$ cat config.mk
export PLATFORM = sky130hd
export DESIGN_NAME = video_pattern_gen
export DESIGN_NICKNAME = d
export VERILOG_FILES = /design/src/rtl/video_pattern_gen.sv
export SDC_FILE = /design/constraint.sdc
export NUM_CORES = 1
export LEC_CHECK = 0
export CAP_MARGIN = 15
export CORE_ASPECT_RATIO = 0.8
export CORE_MARGIN = 4
export CORE_UTILIZATION = 41
export DETAILED_ROUTE_END_ITERATION = 12
export SLEW_MARGIN = 5
export SYNTH_ARGS = -nofsm -noshare
export SYNTH_HDL_FRONTEND = slang
export SYNTH_SLANG_ARGS = --single-unit
export TNS_END_PERCENT = 1
$ cat constraint.sdc
create_clock -name clk -period 3.4 [get_ports clk]
set_input_delay 0.34 -clock clk [delete_from_list [all_inputs] [get_ports clk]]
set_output_delay 0.34 -clock clk [all_outputs]
set_load 0.005 [all_outputs]
$ cat src/rtl/video_pattern_gen.sv
// Pattern source for the packed video bus: HDMI timing with bars, ramp, checker or box content.
// Define PATGEN_CROSSHAIR_EN to add a red crosshair overlay with cross_x/cross_y inputs.

module hdmi_pack #(
  parameter int XW = 11,
  parameter int YW = 10
) (
  input  logic                  clk,
  input  logic                  hsync,
  input  logic                  vsync,
  input  logic                  de,
  input  logic [7:0]            r,
  input  logic [7:0]            g,
  input  logic [7:0]            b,
  input  logic [XW-1:0]         x,
  input  logic [YW-1:0]         y,
  output logic [28+XW+YW-1:0]   pack
);
  assign pack = {clk, hsync, vsync, de, r, g, b, x, y};
endmodule

module video_pattern_gen #(
  parameter int H_ACT    = 1280,
  parameter int V_ACT    = 720,
  parameter int H_FP     = 110,
  parameter int H_SYNC   = 40,
  parameter int H_BP     = 220,
  parameter int V_FP     = 5,
  parameter int V_SYNC   = 5,
  parameter int V_BP     = 20,
  parameter int BOX_SIZE = 64,
  parameter int BOX_STEP = 4,
  localparam int XW        = $clog2(H_ACT),
  localparam int YW        = $clog2(V_ACT),
  localparam int PACK_SIZE = 3*8+4+XW+YW
) (
  input  logic                 clk,
  input  logic                 rst,
  input  logic                 en,
  input  logic [1:0]           mode,
`ifdef PATGEN_CROSSHAIR_EN
  input  logic [XW-1:0]        cross_x,
  input  logic [YW-1:0]        cross_y,
`endif
  output logic [PACK_SIZE-1:0] o_pack,
  output logic                 frame_start
);

  localparam int HT = H_ACT + H_FP + H_SYNC + H_BP;
  localparam int VT = V_ACT + V_FP + V_SYNC + V_BP;

  localparam logic [11:0] HA  = 12'(H_ACT);
  localparam logic [11:0] VA  = 12'(V_ACT);
  localparam logic [11:0] HS0 = 12'(H_ACT + H_FP);
  localparam logic [11:0] HS1 = 12'(H_ACT + H_FP + H_SYNC);
  localparam logic [11:0] VS0 = 12'(V_ACT + V_FP);
  localparam logic [11:0] VS1 = 12'(V_ACT + V_FP + V_SYNC);
  localparam logic [11:0] HL  = 12'(HT - 1);
  localparam logic [11:0] VL  = 12'(VT - 1);

  localparam logic [12:0] BXL = 13'(H_ACT);
  localparam logic [12:0] BYL = 13'(V_ACT);
  localparam logic [12:0] BS  = 13'(BOX_SIZE);
  localparam logic [12:0] ST  = 13'(BOX_STEP);

  typedef enum logic [1:0] {
    IDLE,
    RUN,
    STOP
  } state_t;

  state_t      state;
  logic [11:0] hcnt;
  logic [11:0] vcnt;
  logic [1:0]  mode_q;
  logic [12:0] bx;
  logic [12:0] by;
  logic        dx;
  logic        dy;

  logic        run;
  logic        h_last;
  logic        v_last;
  logic        f_last;
  logic        f_first;
  logic        de_c;
  logic        hs_c;
  logic        vs_c;
  logic [1:0]  mode_e;
  logic [2:0]  bar;
  logic        in_box;
  logic [2:0]  mask;
  logic [7:0]  lvl;
  logic [7:0]  r_c;
  logic [7:0]  g_c;
  logic [7:0]  b_c;
  logic [12:0] nbx;
  logic [12:0] nby;
  logic        ndx;
  logic        ndy;

  logic          hs_q;
  logic          vs_q;
  logic          de_q;
  logic [7:0]    r_q;
  logic [7:0]    g_q;
  logic [7:0]    b_q;
  logic [XW-1:0] x_q;
  logic [YW-1:0] y_q;
  logic          fs_q;

  assign run     = state != IDLE;
  assign h_last  = hcnt == HL;
  assign v_last  = vcnt == VL;
  assign f_last  = h_last && v_last;
  assign f_first = run && hcnt == '0 && vcnt == '0;

  assign de_c = (hcnt < HA) && (vcnt < VA);
  assign hs_c = (hcnt >= HS0) && (hcnt < HS1);
  assign vs_c = (vcnt >= VS0) && (vcnt < VS1);

  assign mode_e = f_first ? mode : mode_q;

  assign in_box = ({1'b0, hcnt} >= bx) &&
                  ({1'b0, hcnt} < bx + BS) &&
                  ({1'b0, vcnt} >= by) &&
                  ({1'b0, vcnt} < by + BS);

`ifdef PATGEN_CROSSHAIR_EN
  logic [XW-1:0] cx_q;
  logic [YW-1:0] cy_q;
  logic [XW-1:0] cx_e;
  logic [YW-1:0] cy_e;

  assign cx_e = f_first ? cross_x : cx_q;
  assign cy_e = f_first ? cross_y : cy_q;

  // Crosshair position latched once per frame
  always_ff @(posedge clk) begin
    if (rst) begin
      cx_q <= '0;
      cy_q <= '0;
    end else if (f_first) begin
      cx_q <= cross_x;
      cy_q <= cross_y;
    end
  end
`endif

  // Bar index: largest k whose threshold the pixel has reached
  always_comb begin
    bar = 3'd0;
    for (int k = 1; k < 8; k++)
      if (int'(hcnt) >= k * H_ACT / 8)
        bar = 3'(k);
  end

  // Pixel colour as a channel mask plus a common level
  always_comb begin
    mask = 3'b000;
    lvl  = 8'hFF;
    unique case (mode_e)
      2'd0: begin
        unique case (bar)
          3'd0: mask = 3'b111;
          3'd1: mask = 3'b110;
          3'd2: mask = 3'b011;
          3'd3: mask = 3'b010;
          3'd4: mask = 3'b101;
          3'd5: mask = 3'b100;
          3'd6: mask = 3'b001;
          3'd7: mask = 3'b000;
        endcase
      end
      2'd1: begin
        mask = 3'b111;
        lvl  = hcnt[7:0];
      end
      2'd2: mask = {3{hcnt[5] ^ vcnt[5]}};
      2'd3: mask = {3{in_box}};
    endcase
`ifdef PATGEN_CROSSHAIR_EN
    if (hcnt == 12'(cx_e) || vcnt == 12'(cy_e)) begin
      mask = 3'b100;
      lvl  = 8'hFF;
    end
`endif
    r_c = (de_c && mask[2]) ? lvl : 8'h00;
    g_c = (de_c && mask[1]) ? lvl : 8'h00;
    b_c = (de_c && mask[0]) ? lvl : 8'h00;
  end

  // Next box position; stays put on an axis too short to move
  always_comb begin
    nbx = bx;
    ndx = dx;
    nby = by;
    ndy = dy;
    if (dx) begin
      if (bx + BS + ST > BXL) begin
        ndx = 1'b0;
        nbx = (bx >= ST) ? bx - ST : bx;
      end else begin
        nbx = bx + ST;
      end
    end else begin
      if (bx < ST) begin
        ndx = 1'b1;
        nbx = (bx + BS + ST <= BXL) ? bx + ST : bx;
      end else begin
        nbx = bx - ST;
      end
    end
    if (dy) begin
      if (by + BS + ST > BYL) begin
        ndy = 1'b0;
        nby = (by >= ST) ? by - ST : by;
      end else begin
        nby = by + ST;
      end
    end else begin
      if (by < ST) begin
        ndy = 1'b1;
        nby = (by + BS + ST <= BYL) ? by + ST : by;
      end else begin
        nby = by - ST;
      end
    end
  end

  // Run/stop FSM and raster counters; a stop always finishes the frame
  always_ff @(posedge clk) begin
    if (rst) begin
      state <= IDLE;
      hcnt  <= '0;
      vcnt  <= '0;
    end else begin
      if (run) begin
        if (h_last) begin
          hcnt <= '0;
          vcnt <= v_last ? '0 : vcnt + 12'd1;
        end else begin
          hcnt <= hcnt + 12'd1;
        end
      end
      unique case (state)
        IDLE: if (en) state <= RUN;
        RUN:  if (!en) state <= f_last ? IDLE : STOP;
        STOP: if (f_last) state <= en ? RUN : IDLE;
        default: state <= IDLE;
      endcase
    end
  end

  // Pattern select held for a whole frame
  always_ff @(posedge clk) begin
    if (rst)
      mode_q <= 2'd0;
    else if (f_first)
      mode_q <= mode;
  end

  // Box moves once per frame on the last raster cycle
  always_ff @(posedge clk) begin
    if (rst) begin
      bx <= '0;
      by <= '0;
      dx <= 1'b1;
      dy <= 1'b1;
    end else if (run && f_last) begin
      bx <= nbx;
      by <= nby;
      dx <= ndx;
      dy <= ndy;
    end
  end

  // Registered pack fields, zero while idle
  always_ff @(posedge clk) begin
    if (rst || !run) begin
      hs_q <= 1'b0;
      vs_q <= 1'b0;
      de_q <= 1'b0;
      r_q  <= '0;
      g_q  <= '0;
      b_q  <= '0;
      x_q  <= '0;
      y_q  <= '0;
      fs_q <= 1'b0;
    end else begin
      hs_q <= hs_c;
      vs_q <= vs_c;
      de_q <= de_c;
      r_q  <= r_c;
      g_q  <= g_c;
      b_q  <= b_c;
      x_q  <= de_c ? hcnt[XW-1:0] : '0;
      y_q  <= de_c ? vcnt[YW-1:0] : '0;
      fs_q <= f_first;
    end
  end

  assign frame_start = fs_q;

  hdmi_pack #(
    .XW(XW),
    .YW(YW)
  ) u_pack (
    .clk  (clk),
    .hsync(hs_q),
    .vsync(vs_q),
    .de   (de_q),
    .r    (r_q),
    .g    (g_q),
    .b    (b_q),
    .x    (x_q),
    .y    (y_q),
    .pack (o_pack)
  );

endmodule

### After elaboration in Yosys (flattened, before gate mapping)

Memory sizes are Yosys's and may differ from the RTL's.
Cells that the tools add are included.

| storage, ports and cells | value |
|---|---|
| memories | 1 |
| register bits | 105 |
| ROM bits | 24 |
| logic and storage cells | 134 |

Memory list:

| name | depth | width | read ports | clocked after memory_dff | wr ports | line | text |
|---|---|---|---|---|---|---|---|
| (name not given) | 8 | 3 | 1 | 0 | 0 | 164 | `unique case (bar)` |

| operators by class | value |
|---|---|
| bitwise logic cells | 5 |
| multiplexer cells | 34 |
| add/subtract/negate cells | 10 |
| equality and inequality tests | 14 |
| magnitude comparators | 25 |
| reductions and logical operators | 28 |

Operators by type and width:

| operator | number |
|---|---|
| $mux W13 | 10 |
| $add A13 B3 Y13 const B | 4 |
| $ge A12 B10 Y1 const B | 4 |
| $add A13 B7 Y13 const B | 2 |
| $ge A12 B13 Y1 | 2 |
| $ge A13 B3 Y1 const B | 2 |
| $lt A12 B13 Y1 | 2 |
| $lt A13 B3 Y1 const B | 2 |
| $sub A13 B3 Y13 const B | 2 |
| $add A12 B1 Y12 const B | 2 |
| $ge A12 B11 Y1 const B | 2 |
| $ge A12 B9 Y1 const B | 2 |
| $logic_not A12 Y1 | 2 |
| $lt A12 B10 Y1 const B | 2 |
| $lt A12 B11 Y1 const B | 2 |
| $mux W12 | 2 |
| $mux W3 | 6 |
| $gt A13 B10 Y1 const B | 1 |
| $gt A13 B11 Y1 const B | 1 |
| $le A13 B10 Y1 const B | 1 |
| $le A13 B11 Y1 const B | 1 |
| $logic_and A1 B1 Y1 | 13 |
| $eq A12 B10 Y1 const B | 1 |
| $eq A12 B11 Y1 const B | 1 |
| 19 further kinds | 47 |

### Longest topological paths before layout

Gate-level depths: netlist of the first run.
An unclocked memory read counts as a cell.

| logic depth | value |
|---|---|
| depth after elaboration | 13 |
| depth in mapped cells | 12 |

### By module

Synthesis of the first run repeated with hierarchy kept, for this count alone.

| unflattened totals | value |
|---|---|
| cells, all modules | 817 |
| area, all modules | 6626.4 um2 |

Modules (own cells, without submodules):

| module | times used | cells an instance | area each (um2) |
|---|---|---|---|
| video_pattern_gen | 1 | 768 | 6258.5 |
| hdmi_pack | 1 | 49 | 367.9 |

==> results.yml, run 1 <==
synthesis:
  netlist.area_leader.share_pct: 33.3
  synth_cell_types: 74
  synth_edf_count: 0
  ys_ff_latch: 101
  yosysWarnings: 0
  synth-main-ff-cell: "dfxtp_1"
  synth_fp_nets: 790
  yosysTopAreaCell: "dfxtp_1"
  ys_seq_area_share_pct: 33.3
  synth_cells: 738
  async_flop_share_pct: 0
  yosys-top-cells-area: "dfxtp_1, ha_1, nor2_1, nand2_1, xnor2_1"
  avgSynthCellArea_um2: 8.23
  syn_area_um2: 6080
floorplan:
  num_io_pins: 55
  fp.dieW_um: 144
  die_height_um: 117
  placementRows: 39
  initial_core_util_pct: 42.2
  dieArea_um2: 16800
  coreArea_um2: 14400
clock_network:
  clk_latency_ns: 0.47
  tritoncts: "built"
  cts_setup_buffers: 0
  path_clk_slew_ns: 0.07
timing:
  fin_crit_ns: 3.19
  fin_crit_sh_pct: 93.8
  worstMarginPinSlew_ns: 0.695
  finalHoldViolations: 0
  maxSlewViolCount: 0
  tns_ns: 0
  rsz0062_at_grt: "false"
  fmax_ghz: 0.314
  skew_ns: 0.00827
  relSlewSlack_pct: 53.5
  setup_viol: 0
final_layout:
  syn_to_final_growth_pct: 19.5
  diodes: 0
  utilization_pct: 50.4
  fin_nets: 845
  drive_gt1_share_pct: 9.91
placed_design:
  hpwl_mm: 11.9
  globalplace.congestion: 0.842
  portBuffers: 54
worst_setup_path:
  crit_path_start_kind: "flop"
  cp_cell_sequence: "ha_1 > nand3_2 > xnor2_1 > or4b_4 > or3_4 > a211oi_4 > nor2_2 > o41ai_2 > mux2_1"
  cpMaxStageDelayCell: "or4b_4"
  path_max_fanout: 10
  path_class: "reg2reg"
  cpPeakStageDelay_ns: 0.52
  worstSetupEndpointType: "flop"
  crit_required_ns: 3.76
  crit_arrival_ns: 3.54
power_and_ir_drop:
  max-vdd-ir-drop_v: 0.000285
  power_density_nw_per_um2: 374
  leakage_nw: 2.90
global_routing:
  grt_pass1_wl_mm: 25.8
  grt_max_degree: 50
  grt_overflow: 0
  antenna_found_initial: 0
  grt_pass1_vias: 5151
  gr-usage-all-layers_pct: 19.1
drt:
  wire_per_inst_um: 16.0
  dr_total_vias: 5427
  drt_iter0_markers: 476
  routed_wl_mm: 15.7
  ant_nets: 0
  vias_per_cell: 5.53
  dr.pass1.iters: 5
  drc_errors: 0
worst_hold_path:
  min_path_type: "reg2reg"
status:
  status: "complete, no violations"
flow_run:
  maxCapViolations: 0
==> state kept, by name (all words and copies together) (netlist names), 2 cells and up <==
name,cells
bx,11
r_q,8
state,2
y_q,10
by,11
mode_q,2
vcnt,12
g_q,8
hcnt,12
x_q,11
b_q,8
==> metrics by stage <==
step | instances | instance area (um2) | power (mW) | hold slack [ns] | setup WS [ns]
finish | 981 | 7260 | 2.72 | 0.504 | 0.212
global route | 981 | 7260 | 2.83 | 0.512 | 0.0219
CTS | 981 | 7260 | 2.76 | 0.489 | 0.121
detailed placement | 963 | 6880 | 1.52 | 0.479 | 0.143
global placement | 963 | 6880 | 1.51 | 0.467 | 0.277
floorplan | 738 | 6080 | 1.40 | 0.421 | 0.358
==> synth_stat cells (4+ instances only) <==
cell type and count:
dfxtp_1 101, nor2_1 91, nand2_1 59, ha_1 47, o21ai_0 33, inv_1 32
nor3_1 30, a21oi_1 29, clkbuf_1 29, nand4_1 25, xnor2_1 23, nand3_1 21
mux2i_1 17, nor4_1 17, and2_1 13, o21a_1 13, xor2_1 12, nor2b_1 11
and3_1 9, mux2_1 9, mux2_2 7, a211oi_1 6, buf_2 6, o211ai_1 6
a21o_1 5, and4_1 5, or3_1 5, buf_4 4, inv_2 4, nor3b_1 4
or4_1 4
==> kinds of logic after synthesis <==
logic type | count (synthesis) | share of synthesized area, %
AND/OR/NAND/NOR | 315 | 26.4
flip-flops | 101 | 33.3
buffers and inverters | 78 | 5.31
XOR/XNOR | 37 | 5.58
AO/OA/AOI/OAI | 125 | 13.7
multiplexers | 33 | 5.76
adder cells (fa/ha/maj) | 49 | 10.0
==> layer usage <==
layer  part of all wire, %  track usage [%]
met1                    50             27.5
met2                    42             28.8
met3                   5.7             3.37
met4                   2.0             6.90
met5                     0                0
==> cell type report <==
class,count,area (um2)
multi-input combinational,559,3740
inverter,37,139
clock inverter,6,81.3
sequential,101,2020
tap,184,230
fill,1325,7130
clock buffer,13,310
timing repair buffer,81,741
==> critical path, delay by kind of cell (launching register included) <==
family	cells	cell delay [ns]
flip-flops	1	0.42
AND/OR/NAND/NOR	4	1.19
AO/OA/AOI/OAI	2	0.61
multiplexers	1	0.36
XOR/XNOR	1	0.22
adder cells (fa/ha/maj)	1	0.28
==> cells in the final DEF, fill, tap and decap left out, types with 21 or more instances in the layout <==
master / synthesis / routed
dfxtp_1: 101 / 100
buf_4: 4 / 28
nor3_1: 30 / 29
nor2_1: 91 / 91
nand4_1: 25 / 25
o21ai_0: 33 / 33
a21oi_1: 29 / 29
nand3_1: 21 / 21
clkdlybuf4s50_1: 0 / 54
nand2_1: 59 / 59
ha_1: 47 / 47
xnor2_1: 23 / 23
inv_1: 32 / 32
==> final timing paths <==
kind / start / cells past startpoint / slack [ns] / endpoint
hold reg to reg: mode_q[1] / 2 / 0.50 / mode_q[1]
hold / removal: mode_q[1] / 2 / 0.50 / mode_q[1]
setup / recovery: by[7] / 9 / 0.21 / by[5]
setup reg to reg: by[7] / 9 / 0.21 / by[5]
==> power by group <==
group	switching (mW)	internal, mW	leakage [nW]	total, mW
clock	0.507	0.750	0.190	1.26
combinational	0.120	0.109	1.89	0.229
sequential	0.0121	1.22	0.819	1.23
==> what timing repair did <==
item | CTS | global route
setup endpoints to repair | 0 | 3
resized for setup | 0 | 1
hold buffers | 0 | 0
No activity file was read; power rests on OpenSTA's default activity.
==> run 2, diff against run 1 <==
--- a/config.mk
+++ b/config.mk
@@ -10,6 +10,7 @@
 export CORE_MARGIN = 4
 export CORE_UTILIZATION = 41
 export DETAILED_ROUTE_END_ITERATION = 12
+export SETUP_SLACK_MARGIN = 0.2
 export SLEW_MARGIN = 5
 export SYNTH_ARGS = -nofsm -noshare
 export SYNTH_HDL_FRONTEND = slang
==> results.yml, run 2 (synthesized netlist as in run 1, its figures left out) <==
drt:
  wire_per_inst_um: 16.0
  dr_total_vias: 5443
  dr.pass1.iters: 5
  drt_iter0_markers: 542
  ant_nets: 0
  routed_wl_mm: 15.7
  drc_errors: 0
  vias_per_cell: 5.55
worst_setup_path:
  crit_path_start_kind: "flop"
  crit_arrival_ns: 3.51
  rr_startpoint: "by[7]"
  timing.rr.end: "by[5]"
  path_max_fanout: 10
  rr_worst_depth: 9
  path_class: "reg2reg"
  regToRegSetupSlack_ns: 0.24
  worstSetupEndpointType: "flop"
  crit_required_ns: 3.75
  crit_start: "by[7]"
global_routing:
  gr-usage-met1_pct: 27.5
  met2_usage_pct: 28.9
  grt_pass1_wl_mm: 25.8
  antenna_found_initial: 0
  busiest_layer: "met2"
  grt_overflow: 0
  grt_pass1_vias: 5151
  gr-usage-all-layers_pct: 19.1
  grt_max_degree: 50
  use_met3_pct: 3.37
timing:
  setup_viol: 0
  timing.hold.ws_ns: 0.503
  finalHoldViolations: 0
  rsz0062_at_grt: "true"
  relSlewSlack_pct: 55.0
  fin_crit_sh_pct: 92.9
  maxSlewViolCount: 0
  fmax_ghz: 0.317
  skew_ns: 0.00825
  worstMarginPinSlew_ns: 0.673
  tns_ns: 0
  fin_crit_ns: 3.16
final_layout:
  diodes: 0
  fill_cells: 1324
  mostFrequentLayoutCells: "dfxtp_1, nor2_1, nand2_1"
  syn_to_final_growth_pct: 19.6
  layout_commonest_cell: "dfxtp_1"
  fin_nets: 845
  final_area_um2: 7270
  largestRegisters: "hcnt (12), vcnt (12)"
  drive_gt1_share_pct: 10.2
  utilization_pct: 50.5
flow_run:
  maxCapViolations: 0
power_and_ir_drop:
  power.total_mw: 2.72
  power_density_nw_per_um2: 374
  leakage_nw: 2.90
  max-vdd-ir-drop_v: 0.000284
clock_network:
  clk_latency_ns: 0.47
  path_clk_slew_ns: 0.07
  cts_hold_buf: 0
  tritoncts: "built"
floorplan:
  coreArea_um2: 14400
  initial_core_util_pct: 42.2
  num_io_pins: 55
  fp.dieW_um: 144
  placementRows: 39
  die_height_um: 117
  dieArea_um2: 16800
placed_design:
  globalplace.congestion: 0.842
  hpwl_mm: 11.9
  portBuffers: 54
  post_dp_cell_area_um2: 6880
status:
  status: "complete, no violations"
worst_hold_path:
  holdPathEnd: "mode_q[1]"
  hold_start: "mode_q[1]"
  whs_path_depth: 2
  min_path_type: "reg2reg"
run 2: cell counts in the layout (fill, tap and decap cells not counted):
No cell type changed its count.
run 2: cell type report:
cell class,count,area (um2),area share (%)
multi-input cells,559,3740,51.5
repair buffers,81,741,10.2
well taps,184,230,3.17
clock inverters,6,81.3,1.12
inverters,37,139,1.91
flip-flops and latches,101,2020,27.8
clock buffers,13,310,4.27
run 2: per-layer routing:
layer,wire [um],vias to the layer above,part of all wire (%)
met5,0,-,0
met4,316,0,2.0
met3,833,21,5.3
met2,6660,152,42
met1,7870,2547,50
li1,-,2723,-
run 2: worst max path at each step:
stage	to	slack (ns)	cells after the start
2_1_floorplan	by[12]	0.36	9
3_3_place_gp	by[12]	0.28	9
3_5_place_dp	by[5]	0.14	9
4_1_cts	by[5]	0.24	9
5_1_grt	by[5]	0.07	9
6_report	by[5]	0.24	9
run 2: what timing repair did:
| action | 4_1_cts | 5_1_grt |
|---|---|---|
| resized for setup | 1 | 2 |
| gates cloned | 0 | 0 |
| buffers inserted | 0 | 0 |
| endpoints found under the setup margin | 2 | 21 |
run 2: where the power goes:
group / internal [mW] / switching (mW)
sequential: 1.22 / 0.0121
clock: 0.750 / 0.505
combinational: 0.110 / 0.121
total: 2.08 / 0.638
run 2: per-stage QoR:
stage               cells  setup WS [ns]
CTS                   981          0.235
floorplan             738          0.358
global placement      963          0.277
global route          981         0.0655
detailed placement    963          0.143
finish                981          0.240
run 2: critical path, stage by stage, from the launching register on:
cell and delay [ns]:
dfxtp_2 0.42, ha_2 0.26, nand3_2 0.11, xnor2_1 0.23, or4b_4 0.52, or3_4 0.36, a211oi_4 0.30, nor2_2 0.18
o41ai_2 0.32, mux2_1 0.36
==> run 3, diff against run 2 <==
--- a/config.mk
+++ b/config.mk
@@ -10,6 +10,7 @@
 export CORE_MARGIN = 4
 export CORE_UTILIZATION = 41
 export DETAILED_ROUTE_END_ITERATION = 12
+export MAX_ROUTING_LAYER = met4
 export SETUP_SLACK_MARGIN = 0.2
 export SLEW_MARGIN = 5
 export SYNTH_ARGS = -nofsm -noshare
==> results.yml, run 3 (synthesized netlist as in run 1, its figures left out) <==
status:
  status: "complete, no violations"
flow_run:
  maxCapViolations: 0
global_routing:
  grt_pass1_vias: 5250
  grt_max_degree: 50
  grt_overflow: 0
  gr-usage-all-layers_pct: 20.3
  grt_pass1_wl_mm: 26.5
  antenna_found_initial: 0
final_layout:
  utilization_pct: 50.3
  largestRegisters: "hcnt (12), vcnt (12)"
  layout_commonest_cell: "dfxtp_1"
  diodes: 0
  stdcell_count: 979
  drive_gt1_share_pct: 10.3
  fill_cells: 1322
  fin_nets: 843
  mostFrequentLayoutCells: "dfxtp_1, nor2_1, nand2_1"
  syn_to_final_growth_pct: 19.1
floorplan:
  num_io_pins: 55
  placementRows: 39
  coreArea_um2: 14400
  dieArea_um2: 16800
  initial_core_util_pct: 42.2
  die_height_um: 117
  fp.dieW_um: 144
clock_network:
  path_clk_slew_ns: 0.08
  clk_latency_ns: 0.47
  tritoncts: "built"
drt:
  routed_wl_mm: 16.1
  dr.pass1.iters: 5
  m1WireLength_mm: 8.01
  wire_per_inst_um: 16.4
  drc_errors: 0
  wl_met2_mm: 6.97
  top_layer_used: "met4"
  ant_nets: 0
  vias_per_cell: 5.58
  wl_met3_um: 822
  drt_iter0_markers: 403
  dr_total_vias: 5465
timing:
  fin_crit_ns: 3.10
  fmax_ghz: 0.322
  fin_crit_sh_pct: 91.3
  finalHoldViolations: 0
  skew_ns: 0.0120
  setup_viol: 0
  maxSlewViolCount: 0
  tns_ns: 0
  worstMarginPinSlew_ns: 0.643
  rsz0062_at_grt: "true"
  relSlewSlack_pct: 56.8
worst_setup_path:
  regToRegSetupSlack_ns: 0.30
  crit_end: "by[5]"
  crit_arrival_ns: 3.47
  path_max_fanout: 10
  crit_path_start_kind: "flop"
  path_class: "reg2reg"
  timing.rr.end: "by[5]"
  rr_startpoint: "by[7]"
  worstSetupEndpointType: "flop"
  crit_required_ns: 3.76
  crit_start: "by[7]"
  rr_worst_depth: 9
power_and_ir_drop:
  intPower_mw: 2.01
  power_density_nw_per_um2: 368
  max-vdd-ir-drop_v: 0.000257
  pwr-share-comb_pct: 8.7
  power_frac_clock_pct: 45.0
  power_switching_uw: 655
  sw_frac_of_total_pct: 24.6
  seq_power_share_pct: 46.3
  leakage_nw: 2.87
worst_hold_path:
  min_path_type: "reg2reg"
placed_design:
  dpl.cell_count: 961
  globalplace.congestion: 0.865
  portBuffers: 54
  hpwl_mm: 12.1
run 3: per-stage QoR:
| step | power (mW) | setup WS (ns) | hold slack [ns] | instance area (um2) |
|---|---|---|---|---|
| 6_report | 2.66 | 0.297 | 0.488 | 7240 |
| 2_1_floorplan | 1.40 | 0.358 | 0.421 | 6080 |
| 3_3_place_gp | 1.51 | 0.284 | 0.470 | 6860 |
| 4_1_cts | 2.69 | 0.315 | 0.485 | 7220 |
| 3_5_place_dp | 1.52 | 0.192 | 0.475 | 6860 |
| 5_1_grt | 2.77 | 0.178 | 0.518 | 7240 |
run 3: layout make-up:
class	instances	area (um2)	share of cell area, %
Inverter	37	139	1.92
Clock buffer	13	310	4.29
Timing Repair Buffer	79	726	10.0
Sequential cell	101	2020	28.0
Clock inverter	6	53.8	0.744
Multi-Input combinational cell	559	3750	51.9
Tap cell	184	230	3.18
run 3: critical path, cell delays in order (launching register included):
cell and delay (ns):
dfxtp_2 0.42, ha_2 0.26, nand3_2 0.11, xnor2_1 0.22
or4b_4 0.51, or3_4 0.36, a211oi_4 0.30, nor2_2 0.18
o41ai_2 0.28, mux2_1 0.35
run 3: power by group through the flow:
stage                     clock network (mW)  logic, mW  registers [mW]
after floorplan                       0.0191      0.111            1.27
after global placement                0.0248      0.228            1.26
after detailed placement              0.0248      0.232            1.26
after global routing                    1.27      0.257            1.24
after CTS                               1.23      0.233            1.23
final                                   1.20      0.232            1.23
run 3: worst min-delay path by stage:
stage               startpoint    endpoint  slack (ns)  depth (start not counted)
floorplan                  clk  o_pack[48]        0.42                          1
detailed placement   mode_q[1]   mode_q[1]        0.47                          2
global route         mode_q[1]   mode_q[1]        0.52                          2
CTS                  mode_q[1]   mode_q[1]        0.49                          2
global placement     mode_q[1]   mode_q[1]        0.47                          2
finish               mode_q[1]   mode_q[1]        0.49                          2
run 3: what timing repair did:
action                                  4_1_cts  5_1_grt
gates resized for setup                       2        4
endpoints found under the setup margin        2       15
setup buffers                                 0        0
endpoints found under the hold margin         0        0
hold buffers                                  0        0
cloned                                        0        0
run 3: per-layer routing:
layer	GRT usage, %	up-vias
li1	-	2710
met1	27.7	2580
met2	30.6	150
met3	4.67	25
met4	5.52	0
met5	-	-
==> edit 1: new RTL, flow settings as in run 2 <==
Add an input register stage for `mode`; this delays it by one clock. The other inputs are not delayed to match.
--- a/src/rtl/video_pattern_gen.sv
+++ b/src/rtl/video_pattern_gen.sv
@@ -70,4 +70,10 @@
   } state_t;
 
+  logic [1:0] mode_r;
+
+  always_ff @(posedge clk) begin
+    mode_r <= mode;
+  end
+
   state_t      state;
   logic [11:0] hcnt;
@@ -120,5 +126,5 @@
   assign vs_c = (vcnt >= VS0) && (vcnt < VS1);
 
-  assign mode_e = f_first ? mode : mode_q;
+  assign mode_e = f_first ? mode_r : mode_q;
 
   assign in_box = ({1'b0, hcnt} >= bx) &&
@@ -258,5 +264,5 @@
       mode_q <= 2'd0;
     else if (f_first)
-      mode_q <= mode;
+      mode_q <= mode_r;
   end
 
Check against the original RTL: not equivalent (a bounded check fails within 4 cycles, from zero or initial values and one cycle with rst high).
==> edit 1 against run 2 <==
- design area decreased by 2.4%
- fmax rose by 4.1%
- routed wire length up 5.0%
- global-route usage is 1.3 points higher
- sequential cell count up 2
- total power is 0.46% lower
- count of clock-buffer cells in the layout unchanged
- critical endpoint is now g_q[2]$_SDFF_PP0_
- synthesized area is 1.8% lower
- worst setup slack better by 0.12 ns
- largest power group unchanged
==> edit 1: results (changes against run 2) <==
max-slew violation count=0 (unchanged); DRT iter0 DRCs=605 (+12%); HP Start=mode[1]; Post-synth top cells=dfxtp_1 (103), nor2_1 (93), ha_1 (47); r2r worst-path depth=8 (-1); non-clock buffer count=71 (-12%); min Tclk post-route=3.04 ns (-0.124 ns); Critical-path top delay cell=or4_4; Hold Crit Endpoint=mode_r[1]$_DFF_P_; largest net degree at the start of global routing=47 (-6.0%); Reg area=2060 um^2 (+2.0%); pre-CTS WS=0.235 ns (+0.0927 ns); ClkCell Share=5.57% (+0.19 points); Worst VDD drop=0.000409 V (+44%); seq_cells=103 (+2.0%); fraction of area in multi-input gates=50.6% (-0.92 points); non-clk buf share=9.38% (-0.81 points); Hold Path Stages=1 (-1); worst-path maximum fanout=9 (-1); inverters=40 (+8.1%); asr flop ratio synth=0% (unchanged); All-Layer GR Usage=20.5% (+1.3 points); hold crit path type=in -> reg; layout net count=818 (-3.2%); origin of the worst setup path=hcnt[3]$_SDFFE_PP0N_; final WL=16.5 mm (+5.0%); outcome=completed; register-to-register setup slack=0.36 ns (+0.12 ns); DRT Pass-1 Iters=5 (unchanged); clock skew after layout=0.00827 ns (+0.0000214 ns); total of max-cap violations=0 (unchanged); kind of cell adding the most delay to the critical path=simple AND/OR/NAND/NOR gates; CP startpoint kind=register; #MultiIn Comb=537 (-3.9%); syn nets=777 (-1.6%); placer congestion estimate=0.954 (+13%); share of cells above drive strength 1=7.91% (-2.3 points); R2R Path End=g_q[2]$_SDFF_PP0_; Worst Path Arrival=3.41 ns (-0.10 ns); Distinct cells, synth=69 (-6.8%); sequential share of the synthesized area=34.5% (+1.3 points); first-pass GRT wire length=27.0 mm (+4.9%); max incr delay on CP=0.59 ns (+0.07 ns); FILL cells=1386 (+4.7%); post-DP HPWL=12.2 mm (+2.0%); clock slew seen by the registers of the worst setup and hold paths=roughly 0.08 ns; Slew headroom=57.0% (+2.0 points); Area contributors post-synth=dfxtp_1 (35%), ha_1 (9.9%), nor2_1 (5.8%); number of global-route vias before repair=5261 (+2.1%); DR vias=5452 (+0.17%); P_leak=0.00266 uW (-8.4%); worst reg2reg path startpoint=hcnt[3]$_SDFFE_PP0N_
[edit 1: cell count changes in the layout (fill, tap and decap cells not counted), moves of 6 or more]
cell / before / now
nand2_1: 59 / 39
o21ai_0: 33 / 20
nor3_1: 29 / 41
buf_4: 28 / 18
nand3_1: 21 / 31
o31ai_1: 2 / 12
mux2_1: 9 / 0
and2_1: 13 / 21
o21a_1: 13 / 5
a21oi_1: 29 / 22
inv_1: 32 / 39
nand4_1: 25 / 19
[edit 1: kinds of logic (layout without fill, tap and decap cells)]
kind of cell | after synthesis | after routing | synth area share (%)
flip-flops | 103 | 103 | 34.5
multiplexers | 21 | 21 | 3.58
AND/OR/NAND/NOR | 318 | 318 | 27.4
AO/OA/AOI/OAI | 106 | 106 | 12.3
adder cells (fa/ha/maj) | 48 | 48 | 10.0
buffers and inverters | 85 | 131 | 5.77
XOR/XNOR | 44 | 44 | 6.46
[edit 1: metrics by stage]
stage,hold slack [ns],std cells,power (uW),utilization [%],area [um^2]
after floorplan,0.368,725,1390,-,5970
after global placement,0.514,936,1480,46.9,6680
after detailed placement,0.526,936,1490,46.9,6680
after CTS,0.303,955,2740,49.6,7070
after global routing,0.315,955,2820,49.8,7090
final,0.314,955,2710,49.8,7090
[edit 1: power by group]
| part | internal [uW] | total, uW | switching, uW |
|---|---|---|---|
| clock network | 697 | 1270 | 574 |
| logic | 86.2 | 181 | 95.2 |
| registers | 1240 | 1250 | 15.4 |
[edit 1: timing repair]
action / in CTS / in global routing
hold buffers: 0 / 0
endpoints found under the setup margin: 0 / 34
gates resized for setup: 0 / 6
[edit 1: metal layers]
metal  vias to the layer above  part of all wire (%)  track usage (%)
met5                         -                     0                0
met4                         0                   1.9             6.90
met3                        23                   5.6             4.13
met2                       194                    44             31.5
met1                      2598                    49             28.7
li1                       2637                     -                -
==> edit 2: new RTL, settings of run 2 <==
Without the edit above. The option `PATGEN_CROSSHAIR_EN` is turned on by a define.
--- a/src/rtl/video_pattern_gen.sv
+++ b/src/rtl/video_pattern_gen.sv
@@ -1,4 +1,6 @@
 // Pattern source for the packed video bus: HDMI timing with bars, ramp, checker or box content.
 // Define PATGEN_CROSSHAIR_EN to add a red crosshair overlay with cross_x/cross_y inputs.
+
+`define PATGEN_CROSSHAIR_EN
 
 module hdmi_pack #(
Ports: changed (added cross_x and cross_y); port bits go from 55 to 76. No check against the original RTL was run, so the function may have changed too.
==> edit 2 against run 2 <==
- total power grew 46%
- count of clock-buffer cells in the layout up 9
- synthesized area increased by 23%
- routed wire length rose by 43%
- design area up 29%
- worst setup slack got worse by 0.012 ns
- sequential cell count rose by 21
- non-clock buffer count grew 52
==> edit 2: results (changes against run 2) <==
post-DP HPWL=16.1 mm (+35%); All-Layer GR Usage=22.4% (+3.3 points); outcome=completed; Slew headroom=50.1% (-4.9 points); clock slew seen by the registers of the worst setup and hold paths=0.06 ns; max-slew violation count=0 (unchanged); share of cells above drive strength 1=13.4% (+3.2 points); Worst Path Arrival=3.66 ns (+0.15 ns); first-pass GRT wire length=35.8 mm (+39%); comb pwr=414 uW (+80%); worst reg2reg path startpoint=by[6]$_SDFFE_PP0P_; largest net degree at the start of global routing=58 (+16%); r2r worst-path depth=11 (+2); FILL cells=1632 (+23%); DR vias=6975 (+28%); Post-synth top cells=dfxtp_1 (122), nor2_1 (96), nand2_1 (83); Worst VDD drop=0.000383 V (+35%); PnR worst setup slack=0.228 ns (-0.0123 ns); syn nets=976 (+24%); number of global-route vias before repair=6395 (+24%); kind of cell adding the most delay to the critical path=compound AO/OA/AOI/OAI gates; post-CTS resize count=7 (+6); Synth Area in Compound Gates=16.0% (+2.3 points); DRT Pass-1 Iters=5 (unchanged); Area contributors post-synth=dfxtp_1 (33%), ha_1 (8.1%), xnor2_1 (4.9%); mux contribution to synthesized area=4.91% (-0.86 points); worst-path maximum fanout=8 (-2); Hold Crit Endpoint=frame_start$_SDFF_PP0_; P_leak=0.00366 uW (+26%); sequential share of the synthesized area=32.8% (-0.47 points); HP Start=rst; hold crit path type=in -> reg; Sw Share=25.3% (+1.9 points); placer congestion estimate=0.892 (+5.9%); Distinct cells, synth=73 (-1.4%); max incr delay on CP=0.41 ns (-0.11 ns); worst skew pair latency=0.54 ns (+0.07 ns); critical path class=reg -> reg; most common cell in the netlist=dfxtp_1; IO Port Bufs=75 (+39%); DRT iter0 DRCs=577 (+6.5%); clock group share of total power=51.5% (+5.3 points); layout net count=1075 (+27%); adder-cell share of the synthesized area=8.07% (-1.9 points); drt wl/cell=18.2 um (+14%); critical path endpoint=r_q[7]$_SDFF_PP0_; Warnings, synthesis=0 (unchanged); initial antenna violation count=0 (unchanged); grt ovf=0 (unchanged); Antenna diodes=0 (unchanged); Hold Path Stages=3 (+1); Critical-path top delay cell=a2111o_1; post-synthesis xor/xnor area fraction=6.77% (+1.2 points); asr flop ratio synth=0% (unchanged); clock skew after layout=0.0108 ns (+0.00256 ns); pre-CTS WS=-0.00793 ns (-0.151 ns)
-- edit 2: cell type report --
class,instances,area share [%]
Inverter,45,1.80
Timing Repair Buffer,133,12.5
Multi-Input combinational cell,678,49.4
Tap cell,225,2.99
Clock buffer,22,5.58
Sequential cell,122,26.0
Clock inverter,14,1.68
-- edit 2: layer usage --
metal / vias to the layer above / routed length, um / track usage (%)
li1: 3431 / - / -
met1: 3258 / 11200 / 33.9
met2: 258 / 9310 / 30.8
met3: 28 / 1590 / 5.45
met4: 0 / 379 / 7.62
met5: - / 0 / 0
-- edit 2: stage by stage --
step / hold slack (ns) / std cells / instance area, um^2 / power [uW]
after floorplan: 0.421 / 902 / 7450 / 1800
after global placement: 0.452 / 1199 / 8590 / 1970
after detailed placement: 0.460 / 1199 / 8590 / 1970
after CTS: 0.251 / 1234 / 9300 / 4000
after global routing: 0.279 / 1239 / 9400 / 4110
final: 0.282 / 1239 / 9400 / 3970
